`config.mk`:
```
export PLATFORM = sky130hd
export DESIGN_NAME = wb_queue
export DESIGN_NICKNAME = d
export VERILOG_FILES = /design/src/rtl/wb_queue.sv
export SDC_FILE = /design/constraint.sdc
export NUM_CORES = 1
export LEC_CHECK = 0
export CORE_MARGIN = 4
export CORE_UTILIZATION = 51
export CTS_CLUSTER_DIAMETER = 80
export DETAILED_ROUTE_END_ITERATION = 12
export PLACE_DENSITY = 0.81
export SETUP_SLACK_MARGIN = 0.1
export SYNTH_ARGS = -nofsm -noshare
export SYNTH_HDL_FRONTEND = slang
export SYNTH_SLANG_ARGS = --single-unit
export TNS_END_PERCENT = 1
```
`constraint.sdc`:
```
create_clock -name clk -period 6.6 [get_ports clk]
set_input_delay 1.98 -clock clk [delete_from_list [all_inputs] [get_ports clk]]
set_output_delay 1.98 -clock clk [all_outputs]
set_load 0.005 [all_outputs]
```
`src/rtl/wb_queue.sv`:
```
// Register-file write queue: a circular FIFO of pending ALU/load writes that drains one entry per cycle.
// Define WBQ_FWD_EN to enable combinational forwarding of queued data to the two register-file read ports.
module wb_queue #(
  parameter int DEPTH = 4
) (
  input  logic                       clk,
  input  logic                       rst,
  input  logic                       alu_valid,
  output logic                       alu_ready,
  input  logic [4:0]                 alu_addr,
  input  logic [31:0]                alu_data,
  input  logic                       mem_valid,
  output logic                       mem_ready,
  input  logic [4:0]                 mem_addr,
  input  logic [31:0]                mem_data,
  output logic                       write,
  output logic [4:0]                 writeaddress,
  output logic [31:0]                dinreg,
  input  logic [4:0]                 addreg1,
  input  logic [4:0]                 addreg2,
  output logic                       fwd1_hit,
  output logic [31:0]                fwd1_data,
  output logic                       fwd2_hit,
  output logic [31:0]                fwd2_data,
  output logic [$clog2(DEPTH):0]     occupancy
);

  localparam int AW = $clog2(DEPTH);
  localparam int CW = AW + 1;

  typedef struct packed {
    logic [4:0]  addr;
    logic [31:0] data;
  } entry_t;

  entry_t          store [DEPTH];
  logic [AW-1:0]   head;
  logic [AW-1:0]   tail;
  logic [AW-1:0]   mem_slot;
  logic [CW-1:0]   count;
  logic [CW-1:0]   free;
  logic [CW-1:0]   pushes;
  logic            pop;
  logic            alu_acc;
  logic            mem_acc;

  // The register file always accepts, so any non-empty queue retires its head this cycle.
  assign pop  = (count != '0);
  assign free = CW'(DEPTH) - count + CW'(pop);

  always_comb begin
    alu_ready = 1'b0;
    mem_ready = 1'b0;
    if (!rst) begin
      if (free >= CW'(2)) begin
        alu_ready = 1'b1;
        mem_ready = 1'b1;
      end else if (free == CW'(1)) begin
        // Load data has priority for the last slot.
        mem_ready = 1'b1;
        alu_ready = !mem_valid;
      end
    end
  end

  assign alu_acc  = alu_valid && alu_ready;
  assign mem_acc  = mem_valid && mem_ready;
  assign pushes   = CW'(alu_acc) + CW'(mem_acc);
  // On a dual acceptance the ALU entry is older, so the load lands one slot behind it.
  assign mem_slot = tail + AW'(alu_acc);

  always_ff @(posedge clk or posedge rst) begin
    if (rst) begin
      head  <= '0;
      tail  <= '0;
      count <= '0;
    end else begin
      // NOTE: sequential state uses non-blocking assignments so every register samples pre-edge values.
      head  <= head + AW'(pop);
      tail  <= tail + pushes[AW-1:0];
      count <= count + pushes - CW'(pop);
    end
  end

  // NOTE: storage is deliberately not reset; count gates every read, so stale contents are never visible.
  always_ff @(posedge clk) begin
    if (alu_acc) store[tail]     <= '{addr: alu_addr, data: alu_data};
    if (mem_acc) store[mem_slot] <= '{addr: mem_addr, data: mem_data};
  end

  assign write        = pop;
  assign writeaddress = pop ? store[head].addr : '0;
  assign dinreg       = pop ? store[head].data : '0;
  assign occupancy    = count;

`ifdef WBQ_FWD_EN
  logic [AW-1:0] idx;

  // Walk oldest to youngest so the last match seen is the youngest one.
  always_comb begin
    fwd1_hit  = 1'b0;
    fwd1_data = '0;
    fwd2_hit  = 1'b0;
    fwd2_data = '0;
    idx       = head;
    for (int k = 0; k < DEPTH; k++) begin
      idx = head + AW'(k);
      if (CW'(k) < count) begin
        if (store[idx].addr == addreg1) begin
          fwd1_hit  = 1'b1;
          fwd1_data = store[idx].data;
        end
        if (store[idx].addr == addreg2) begin
          fwd2_hit  = 1'b1;
          fwd2_data = store[idx].data;
        end
      end
    end
  end
`else
  logic unused_addreg;
  assign unused_addreg = ^{addreg1, addreg2};
  assign fwd1_hit  = 1'b0;
  assign fwd1_data = '0;
  assign fwd2_hit  = 1'b0;
  assign fwd2_data = '0;
`endif

endmodule
```
After elaboration in Yosys (flattened, before gate mapping)
Memory sizes are Yosys's and may differ from the RTL's.
Index checks and enable logic that the tools add are counted.
- memories: 1
- flip-flop bits (word level): 7
- word-level logic and storage cells: 30
- memory bits (writable): 148
- output and inout bits: 109
- memories (memory ; words ; bits a word ; rd ports ; clocked after memory_dff ; wr ports ; RTL line ; source):
    store ; 4 ; 37 ; 1 ; 0 ; 2 ; 36 ; entry_t store [DEPTH];
- eq/ne operators: 1
- reduce and logical (&&, ||, !) cells: 4
- $lt $le $gt $ge: 1
- multiplexer cells: 12
- $add $sub $neg: 8
- operators with widths (kind ; number):
    $mux 32 ; 1
    $mux 1 ; 10
    $mux 5 ; 1
    $add 2x1->2 ; 2
    $add 3x1->3 ; 1
    $add 3x2->3 ; 1
    $eq 3x1->1 const B ; 1
    $ge 3x2->1 const B ; 1
    $reduce_bool 3->1 ; 1
    $sub 3x1->3 ; 1
    $sub 3x3->3 const A ; 1
    $add 1x1->2 ; 1
    $add 2x2->2 ; 1
    $logic_and 1x1->1 ; 2
    $logic_not 1->1 ; 1

Longest topological paths before layout
- depth in word-level cells: 10
- gate-level depth with buffers: 19
- mapped depth without buffers: 17

Worst setup path before layout
Ideal clock, no wire load.
- kind: input to register
- start: input mem_valid
- end: memory store[0][0] in the netlist's numbering (enable)
- path slack: 1001 ps
- stages: 3
- arrival: 5111 ps
- path buffers: 0
- library setup time: 487 ps
- path through: o211ai_1 > nand2_1 > o31ai_1
- RTL lines (what ; RTL line ; source):
    start, declared ; 12 ; input logic mem_valid,
    end, declared ; 36 ;

Final worst setup path
- start: input rst
- end: output alu_ready
- word-level cells in the longest chain between the ends: 1
- RTL lines (what ; RTL line ; source):
    start, declared ; 7 ; input logic rst,
    $mux 1 ; 54 ; if (!rst) begin
    end, declared ; 9 ; output logic alu_ready,
Every way passes these cells.

==> out/metrics.cfg <==
[job]
max-cap-violations=0

[timing]
tightestPinTransition_ns=1.19
grt_setup_unrepaired=false
fmaxAchievable_mhz=185
max_slew_margin_pct=20.4
worst_slack_ns=1.18
final_count_of_pins_violating_max_slew=0
final.setup.tns_ns=0
report.final.setup_viol=0
finClkSkew_ns=0.00498
finalCritPeriodShare_pct=82.1
timing.hold.ws_ns=0.562
finalCriticalPeriod_ns=5.42
finalHoldViolCount=0

[floorplanning]
die_area_um2=18800
core_um2=16100
height_of_the_die_um=137
placement_rows=46
top_level_port_count=197
fp.dieW_um=137
initial_core_util_pct=52.7

[worst_hold_path]
worstHoldPathCells=1
hold_class=reg -> reg
min-delay-start=occupancy[2]
whs_endpoint=occupancy[2]

[detailed_routing]
drt_pass1_iterations=4
via_per_inst=5.42
detail_route.drc_violations=0
drtIter0Drc=210
final_antenna_net_count=0
detail_route.wl_per_cell_um=20.6
wl_um=17800
vias=4690

[critical_path]
cp.buffers_inverters=2
worst_path_dominant_cell_family=buffers and inverters
cp_slowest_stage_delay_ns=0.58
cpMostUsedCell=sky130_fd_sc_hd__clkdlybuf4s50_1
path_max_fanout=5
type_of_element_launching_the_critical_path=input port
cp_cell_sequence=clkdlybuf4s50_1 -> a311oi_1 -> clkdlybuf4s50_1
rrSetupSlack_ns=2.52
r2r_start=occupancy[2]
crit_slowest_cell=sky130_fd_sc_hd__clkdlybuf4s50_1
worst-endpoint-arrival_ns=3.44
cp-end-kind=output pin
worst-r2r-cell-count=13
critical_path.reg2reg.endpoint=store[1][16]
path_class=in -> out
required_ns=4.62

[cells_and_area]
combined_area_of_the_multi_input_logic_cells_um2=3420
antenna_cells_inserted=0
share_of_final_layout_standard_cells_stronger_than_drive_strength_1_pct=28.7
final_standard_cell_count_with_taps_included_and_fillers_excluded=865
area.growth.synth_to_final_pct=19.5
final_cell_area_um2=10100
sequential_cell_area_um2=4620
fin_util_pct=62.9
layout.filler_cells=1187
final_net_count=736

[clocking]
post_cts_buffers=0
cts.hold.buffers_added=0
later_pin_clock_latency_in_the_skew_report_ns=0.42
cts-buffers-inserted=17
cts.sink_count=155
clockRootBuffer=sky130_fd_sc_hd__clkbuf_16
cts_resized=0
clock_tree.buffer_depth=2
cts-htree-levels=4
clk_transition_reported_paths_ns=0.06
tritoncts=yes

[synthesis]
synth.ff_latch_count=155
synth_top_flop_cell=sky130_fd_sc_hd__edfxtp_1
ys_warn_count=0
post-synth-top-count-cell=sky130_fd_sc_hd__edfxtp_1
netlist_instances=519
largest_cells_by_area_after_synthesis=sky130_fd_sc_hd__edfxtp_1 (52%), sky130_fd_sc_hd__mux2_2 (11%), sky130_fd_sc_hd__mux4_2 (9.8%), sky130_fd_sc_hd__buf_4 (6.0%), sky130_fd_sc_hd__mux2_1 (5.7%)
async_flop_share_pct=4.52
synth_cell_types=31
number_of_flops_mapped_to_enable_cells_by_yosys=148
synth_top_cells_by_count=sky130_fd_sc_hd__edfxtp_1 (148), sky130_fd_sc_hd__mux2_2 (86), sky130_fd_sc_hd__buf_4 (68)
synth.yosys.seq_area_share_pct=54.4
avg_cell_area_syn_um2=16.4
yosysTopAreaCellShare_pct=52.4
synthesis.area_um2=8490
post_synth_top_area_cell=sky130_fd_sc_hd__edfxtp_1

[placed_design]
dp_hpwl_um=10800
io_buffers=120
detailed_place.area_um2=9630
dp.cells=835
place.gp.congestion=0.735
detailedPlace.worstSlack_ns=1.20

[grt]
antenna_violations_before_repair=0
global_route.overflow_total=0
grt_start_max_net_pins=39
grt_use_total_pct=19.6
vias_in_the_first_global_route=4915
grt_first_pass_wirelength_um=27000

[outcome]
run_status=completed

[power]
power.density_nw_per_um2=407
power_mw=4.12
static_leakage_nw=3.64
irDropWorstVdd_v=0.000211

[layer usage]
| metal | wire length [µm] | track usage, % | up-vias | part of all wire, % |
|---|---|---|---|---|
| li1 | - | - | 2101 | - |
| met1 | 7320 | 24.5 | 2379 | 41 |
| met2 | 9050 | 33.5 | 183 | 51 |
| met3 | 1160 | 4.82 | 27 | 6.5 |
| met4 | 286 | 6.15 | 0 | 1.6 |
| met5 | 0 | 0 | - | 0 |
[placed cells by master, fill, tap and decap left out, types with 4 or more instances in the layout]
master	count
sky130_fd_sc_hd__edfxtp_1	148
sky130_fd_sc_hd__clkdlybuf4s50_1	120
sky130_fd_sc_hd__mux2_2	86
sky130_fd_sc_hd__conb_1	66
sky130_fd_sc_hd__mux2_1	43
sky130_fd_sc_hd__nor2b_1	38
sky130_fd_sc_hd__mux4_2	37
sky130_fd_sc_hd__mux2_4	19
sky130_fd_sc_hd__clkbuf_16	17
sky130_fd_sc_hd__inv_1	12
sky130_fd_sc_hd__ha_1	9
sky130_fd_sc_hd__buf_4	9
sky130_fd_sc_hd__xnor2_1	5
sky130_fd_sc_hd__clkinv_1	5
sky130_fd_sc_hd__dfrtp_1	5
sky130_fd_sc_hd__clkinv_2	4
[area by class of cell]
class | count | share of cell area [%]
inverter | 12 | 0.444
sequential | 155 | 45.6
clock inverter | 12 | 0.827
clock buffer | 18 | 4.23
timing repair buffer | 129 | 12.5
tap | 216 | 2.67
multi-input combinational | 323 | 33.7
[cell families after synthesis]
kind of cell | count (synthesis) | synth area share (%)
AND/OR/NAND/NOR | 47 | 3.38
flip-flops | 155 | 54.4
other | 1 | 0.0442
XOR/XNOR | 7 | 0.722
multiplexers | 185 | 30.3
buffers and inverters | 106 | 8.60
adder cells (fa/ha/maj) | 10 | 1.56
AO/OA/AOI/OAI | 8 | 0.973
[sequential cells by signal, summed over array words and instances, names as in the netlist]
register   flops
head           2
occupancy      3
store        148
tail           2
[where the power goes]
group	internal (mW)	switching, mW	leakage, nW
logic	0.966	0.705	1.96
clock network	0.503	0.365	0.249
registers	1.41	0.179	1.43
total	2.88	1.25	3.64
[how the worst max path moves through the flow]
stage                          from          end  depth (start not counted)
final                           rst    alu_ready                          3
after detailed placement        rst    alu_ready                          3
after floorplan           mem_valid  store[0][0]                          3
after CTS                       rst    alu_ready                          3
after global routing            rst    alu_ready                          3
after global placement          rst    alu_ready                          3
(Power assumes the default switching activity.)
==> patch 1 (same settings) <==
Set the parameter `DEPTH` to 8 (it was 4).
--- a/src/rtl/wb_queue.sv
+++ b/src/rtl/wb_queue.sv
@@ -1,7 +1,7 @@
 // Register-file write queue: a circular FIFO of pending ALU/load writes that drains one entry per cycle.
 // Define WBQ_FWD_EN to enable combinational forwarding of queued data to the two register-file read ports.
 module wb_queue #(
-  parameter int DEPTH = 4
+  parameter int DEPTH = 8
 ) (
   input  logic                       clk,
   input  logic                       rst,
Interface: changed (resized occupancy); port bits go from 197 to 198. No check against the original RTL was run, so the function may have changed too.
==> patch 1 against the unedited design <==
Sequential cell count increased by 151. Synthesized cell count grew 88%. Cell area grew 87%. Total power rose by 81%. Routed wire length rose by 110%. Area after synthesis grew 90%. Setup slack lost 0.13 ns. Clock skew up 0.014 ns. Largest power group is now registers. Highest routed layer is now met5.
==> patch 1: results (changes against the unedited design) <==
Global route
  – Initial antenna violation count: 6 (was 0)
  – First-pass GRT wire length: 57.2 mm (was 27.0 mm)
  – GRT met1 Usage: 28.6% (was 24.5%)
  – Vias in the first global route: 9490 (was 4915)
  – Met2 usage: 38.3% (was 33.5%)
  – Met3 Use GR: 4.16% (was 4.82%)
  – Largest net degree at the start of global routing: 59 (was 39)
  – Total track usage: 22.0% (was 19.6%)

Logic synthesis
  – Yosys cell types: 37 (was 31)
  – Ys async rst share: 3.27% (was 4.52%)
  – EDFF count, synth: 296 (was 148)
  – Seq/Total Area, Yosys: 56.7% (was 54.4%)
  – Post-synth top cells: edfxtp_1 (296), mux2_2 (292), mux4_2 (74) (was edfxtp_1 (148), mux2_2 (86), buf_4 (68))
  – Top area cells in the synthesized netlist: edfxtp_1 (55%), mux2_2 (20%), mux4_2 (10%), buf_4 (3.1%), mux2i_1 (2.3%) (was edfxtp_1 (52%), mux2_2 (11%), mux4_2 (9.8%), buf_4 (6.0%), mux2_1 (5.7%))
  – Post-synthesis cell count: 976 (was 519)

Placement
  – Cells after DPL: 1467 (was 835)
  – DPL Wire Length: 22.0 mm (was 10.8 mm)
  – Dpl ws: 0.941 ns (was 1.20 ns)
  – Routability cong.: 0.795 (was 0.735)
  – Port Buffers: 121 (was 120)
  – Post-DP Area: 0.0179 mm² (was 0.00963 mm²)

Clock tree
  – Buffer depth of the longest clock path: 3 (was 2)
  – Root Buffer: clkbuf_16 (unchanged)
  – Number of H-tree levels: 2 (was 4)
  – TritonCTS Buffers: 34 (was 17)
  – Post-cts hold buffer count: 0 (unchanged)
  – Clock Latency Late Sink: 0.52 ns (was 0.42 ns)

Route
  – Drt total wl: 38.0 mm (was 17.8 mm)
  – Vias per cell: 5.98 (was 5.42)
  – Initial DRC count: 821 (was 210)
  – Top sig layer: met5 (was met4)
  – WL met2: 19.4 mm (was 9.05 mm)
  – Met1 wire length: 15.1 mm (was 7.32 mm)
  – Vias: 9120 (was 4690)
  – Pre-antenna DRT Iters: 5 (was 4)
  – Wire length on met3: 2.77 mm (was 1.16 mm)

Worst setup path
  – CP max stage delay: 0.63 ns (was 0.58 ns)
  – Worst-path fanout max: 13 (was 5)
  – CP Data Arrival Time: 3.57 ns (was 3.44 ns)

Layout
  – # nets final: 1212 (was 736)
  – Fraction of layout cells with a size suffix above 1: 40.7% (was 28.7%)
  – Number of flip-flops in the largest register: 296 (was 148)

Power
  – Peak supply drop: 229 µV (was 211 µV)
  – Leakage power: 6.44 nW (was 3.64 nW)

STA
  – Slew headroom: 23.1% (was 20.4%)
  – Clock Skews: 0.0189 ns (was 0.00498 ns)

Outcome
  – Status: complete, no violations (unchanged)
==> patch 1: cell types whose count changed after synthesis, sizes merged, moves of 9 or more <==
cell	change
nand2	+10
a21oi	+11
edfxtp	+148
nor2	+51
clkbuf	+9
mux4	+37
mux2i	+37
mux2	+148
buf	+15
nor2b	-36
==> patch 1: area by class of cell <==
class / count / area, µm²
fill: 2268 / 12000
sequential: 306 / 9150
multi-input combinational: 601 / 6620
timing repair buffer: 148 / 1550
clock buffer: 47 / 963
tap: 396 / 495
clock inverter: 12 / 81.3
inverter: 16 / 60.1
==> patch 1: path summary, 6_finish.rpt <==
kind / startpoint / endpoint / slack, ns / cells after the start
max: mem_valid / alu_ready / 1.05 / 5
min: occupancy[0] / occupancy[0] / 0.66 / 1
max reg2reg: occupancy[2] / store[4][24] / 1.64 / 15
min reg2reg: occupancy[0] / occupancy[0] / 0.66 / 1
max in group asynchronous: rst / head[1] / 4.23 / 2
min in group asynchronous: rst / occupancy[3] / 2.05 / 2
==> patch 1: critical path, delay by kind of cell <==
kind / cells / cell delay, ns
AO/OA/AOI/OAI: 1 / 0.09
buffers and inverters: 3 / 1.32
AND/OR/NAND/NOR: 1 / 0.17
==> patch 1: cell families after synthesis <==
group | count (synthesis) | synth area share [%]
flops | 306 | 56.7
mux | 407 | 33.3
other cells | 1 | 0.0232
compound gates | 27 | 1.23
xor+xnor | 7 | 0.380
buf+inv | 134 | 4.86
fa+ha+maj | 17 | 1.41
simple gates | 77 | 2.15
==> patch 1: power by group <==
| group | internal, mW | switching (mW) | leakage (nW) |
|---|---|---|---|
| Clock | 1.03 | 0.745 | 0.511 |
| Sequential | 2.57 | 0.312 | 2.80 |
| Combinational | 1.55 | 1.29 | 3.13 |
| Total | 5.14 | 2.34 | 6.44 |
==> patch 2 (same flow settings) <==
Without the edit above. Reset style: synchronous (`rst`), changed in one clocked block.
--- a/src/rtl/wb_queue.sv
+++ b/src/rtl/wb_queue.sv
@@ -69,7 +69,7 @@
   // On a dual acceptance the ALU entry is older, so the load lands one slot behind it.
   assign mem_slot = tail + AW'(alu_acc);
 
-  always_ff @(posedge clk or posedge rst) begin
+  always_ff @(posedge clk) begin
     if (rst) begin
       head  <= '0;
       tail  <= '0;
Formal check against the unedited RTL: differs if rst is asserted again (counterexample within 4 cycles, from zero or initial values and one cycle with rst high); with rst held inactive, the same outputs for 4 cycles.
==> patch 2 against the unedited design <==
Setup slack got worse by 0.15 ns. Routed wire length increased by 3.0%. Total power rose by 2.5%. Clock power increased by 32%. Critical path depth increased by 1. Cell area grew 1.3%. First-iteration DRC count increased by 35%. Critical path type unchanged. Largest cell class unchanged. Die area down 0.86%. Sequential power shrank 6%. Area after synthesis shrank 0.91%. Sequential cell count unchanged.
==> patch 2: results (changes against the unedited design) <==
Route
  – Met1 wire length: 7.63 mm (was 7.32 mm)
  – Routed wire per std cell: 21.0 µm (was 20.6 µm)
  – Initial DRC count: 284 (was 210)
  – WL met2: 9.12 mm (was 9.05 mm)

Logic synthesis
  – Ys async rst share: 0% (was 4.52%)
  – Top area cells in the synthesized netlist: edfxtp_1 (53%), mux2_2 (18%), mux4_2 (9.9%), buf_4 (6.2%), nor2b_1 (3.1%) (was edfxtp_1 (52%), mux2_2 (11%), mux4_2 (9.8%), buf_4 (6.0%), mux2_1 (5.7%))
  – Post-synth top cells: edfxtp_1 (148), mux2_2 (132), buf_4 (69) (was edfxtp_1 (148), mux2_2 (86), buf_4 (68))
  – Yosys cell types: 29 (was 31)
  – Seq/Total Area, Yosys: 54.5% (was 54.4%)

Layout
  – Clk tree area frac: 6.88% (was 5.06%)
  – Non-Clock Buffer Area Fraction: 12.6% (was 12.5%)
  – P&R area growth vs syn: 22.2% (was 19.5%)
  – # nets final: 744 (was 736)
  – Non-clk bufs: 132 (was 129)
  – Multi-input logic area: 0.00338 mm² (was 0.00342 mm²)
  – Final std cells w/o fill: 875 (was 865)
  – Clkbuf count: 21 (was 18)
  – #MultiIn Comb: 330 (was 323)
  – Invs w/o clock: 10 (was 12)
  – Fraction of layout cells with a size suffix above 1: 33.8% (was 28.7%)

Power
  – Peak supply drop: 261 µV (was 211 µV)
  – Cell area power density: 411 mW/mm² (was 407 mW/mm²)
  – Sw Share: 28.3% (was 30.3%)
  – Share of power burned in registers: 35.4% (was 38.5%)
  – Logic pwr share: 37.3% (was 40.5%)
  – Leakage power: 3.57 nW (was 3.64 nW)
  – Total power: 4.23 mW (was 4.12 mW)

Worst setup path
  – CP max stage delay: 0.63 ns (was 0.58 ns)
  – Worst-path fanout max: 10 (was 5)
  – Worst reg2reg path depth: 12 (was 13)
  – CP Data Arrival Time: 3.58 ns (was 3.44 ns)
  – RR Endpoint: store[1][7] (was store[1][16])
  – Worst reg-to-reg setup slack: 2.26 ns (was 2.52 ns)

Global route
  – Total track usage: 20.5% (was 19.6%)
  – Met3 Use GR: 5.07% (was 4.82%)
  – Met2 usage: 34.2% (was 33.5%)
  – GRT met1 Usage: 26.4% (was 24.5%)
  – First-pass GRT wire length: 28.1 mm (was 27.0 mm)
  – Vias in the first global route: 5012 (was 4915)

Placement
  – Dpl ws: 1.02 ns (was 1.20 ns)
  – DPL Wire Length: 11.5 mm (was 10.8 mm)
  – Cells after DPL: 843 (was 835)
  – Post-DP Area: 0.00957 mm² (was 0.00963 mm²)

STA
  – Clock Skews: 0.00504 ns (was 0.00498 ns)
  – Actual slew at the worst max-slew pin: 1.15 ns (was 1.19 ns)

Outcome
  – Status: complete, no violations (unchanged)

Hold path
  – WHS Path Cells: 2 (was 1)
  – HP Start: occupancy[2] (unchanged)
## patch 2: changes by cell type in the layout (fill, tap and decap cells not counted), moves of 3 or more
cell | unedited run | this run
buf_4 | 9 | 12
bufinv_16 | 1 | 7
clkbuf_8 | 0 | 3
clkinv_1 | 5 | 0
dfrtp_1 | 5 | 0
dfxtp_1 | 0 | 5
mux2_1 | 43 | 16
mux2_2 | 86 | 132
mux2_4 | 19 | 0
nor2_1 | 2 | 5
nor2b_1 | 38 | 41
## patch 2: logic make-up after synthesis
| group | count (synthesis) | share of synthesized area, % |
|---|---|---|
| AND/OR/NAND/NOR | 53 | 3.76 |
| buffers and inverters | 105 | 8.61 |
| adder cells (fa/ha/maj) | 10 | 1.58 |
| flip-flops | 155 | 54.5 |
| XOR/XNOR | 7 | 0.729 |
| AO/OA/AOI/OAI | 9 | 1.03 |
| other | 1 | 0.0446 |
| multiplexers | 185 | 29.7 |
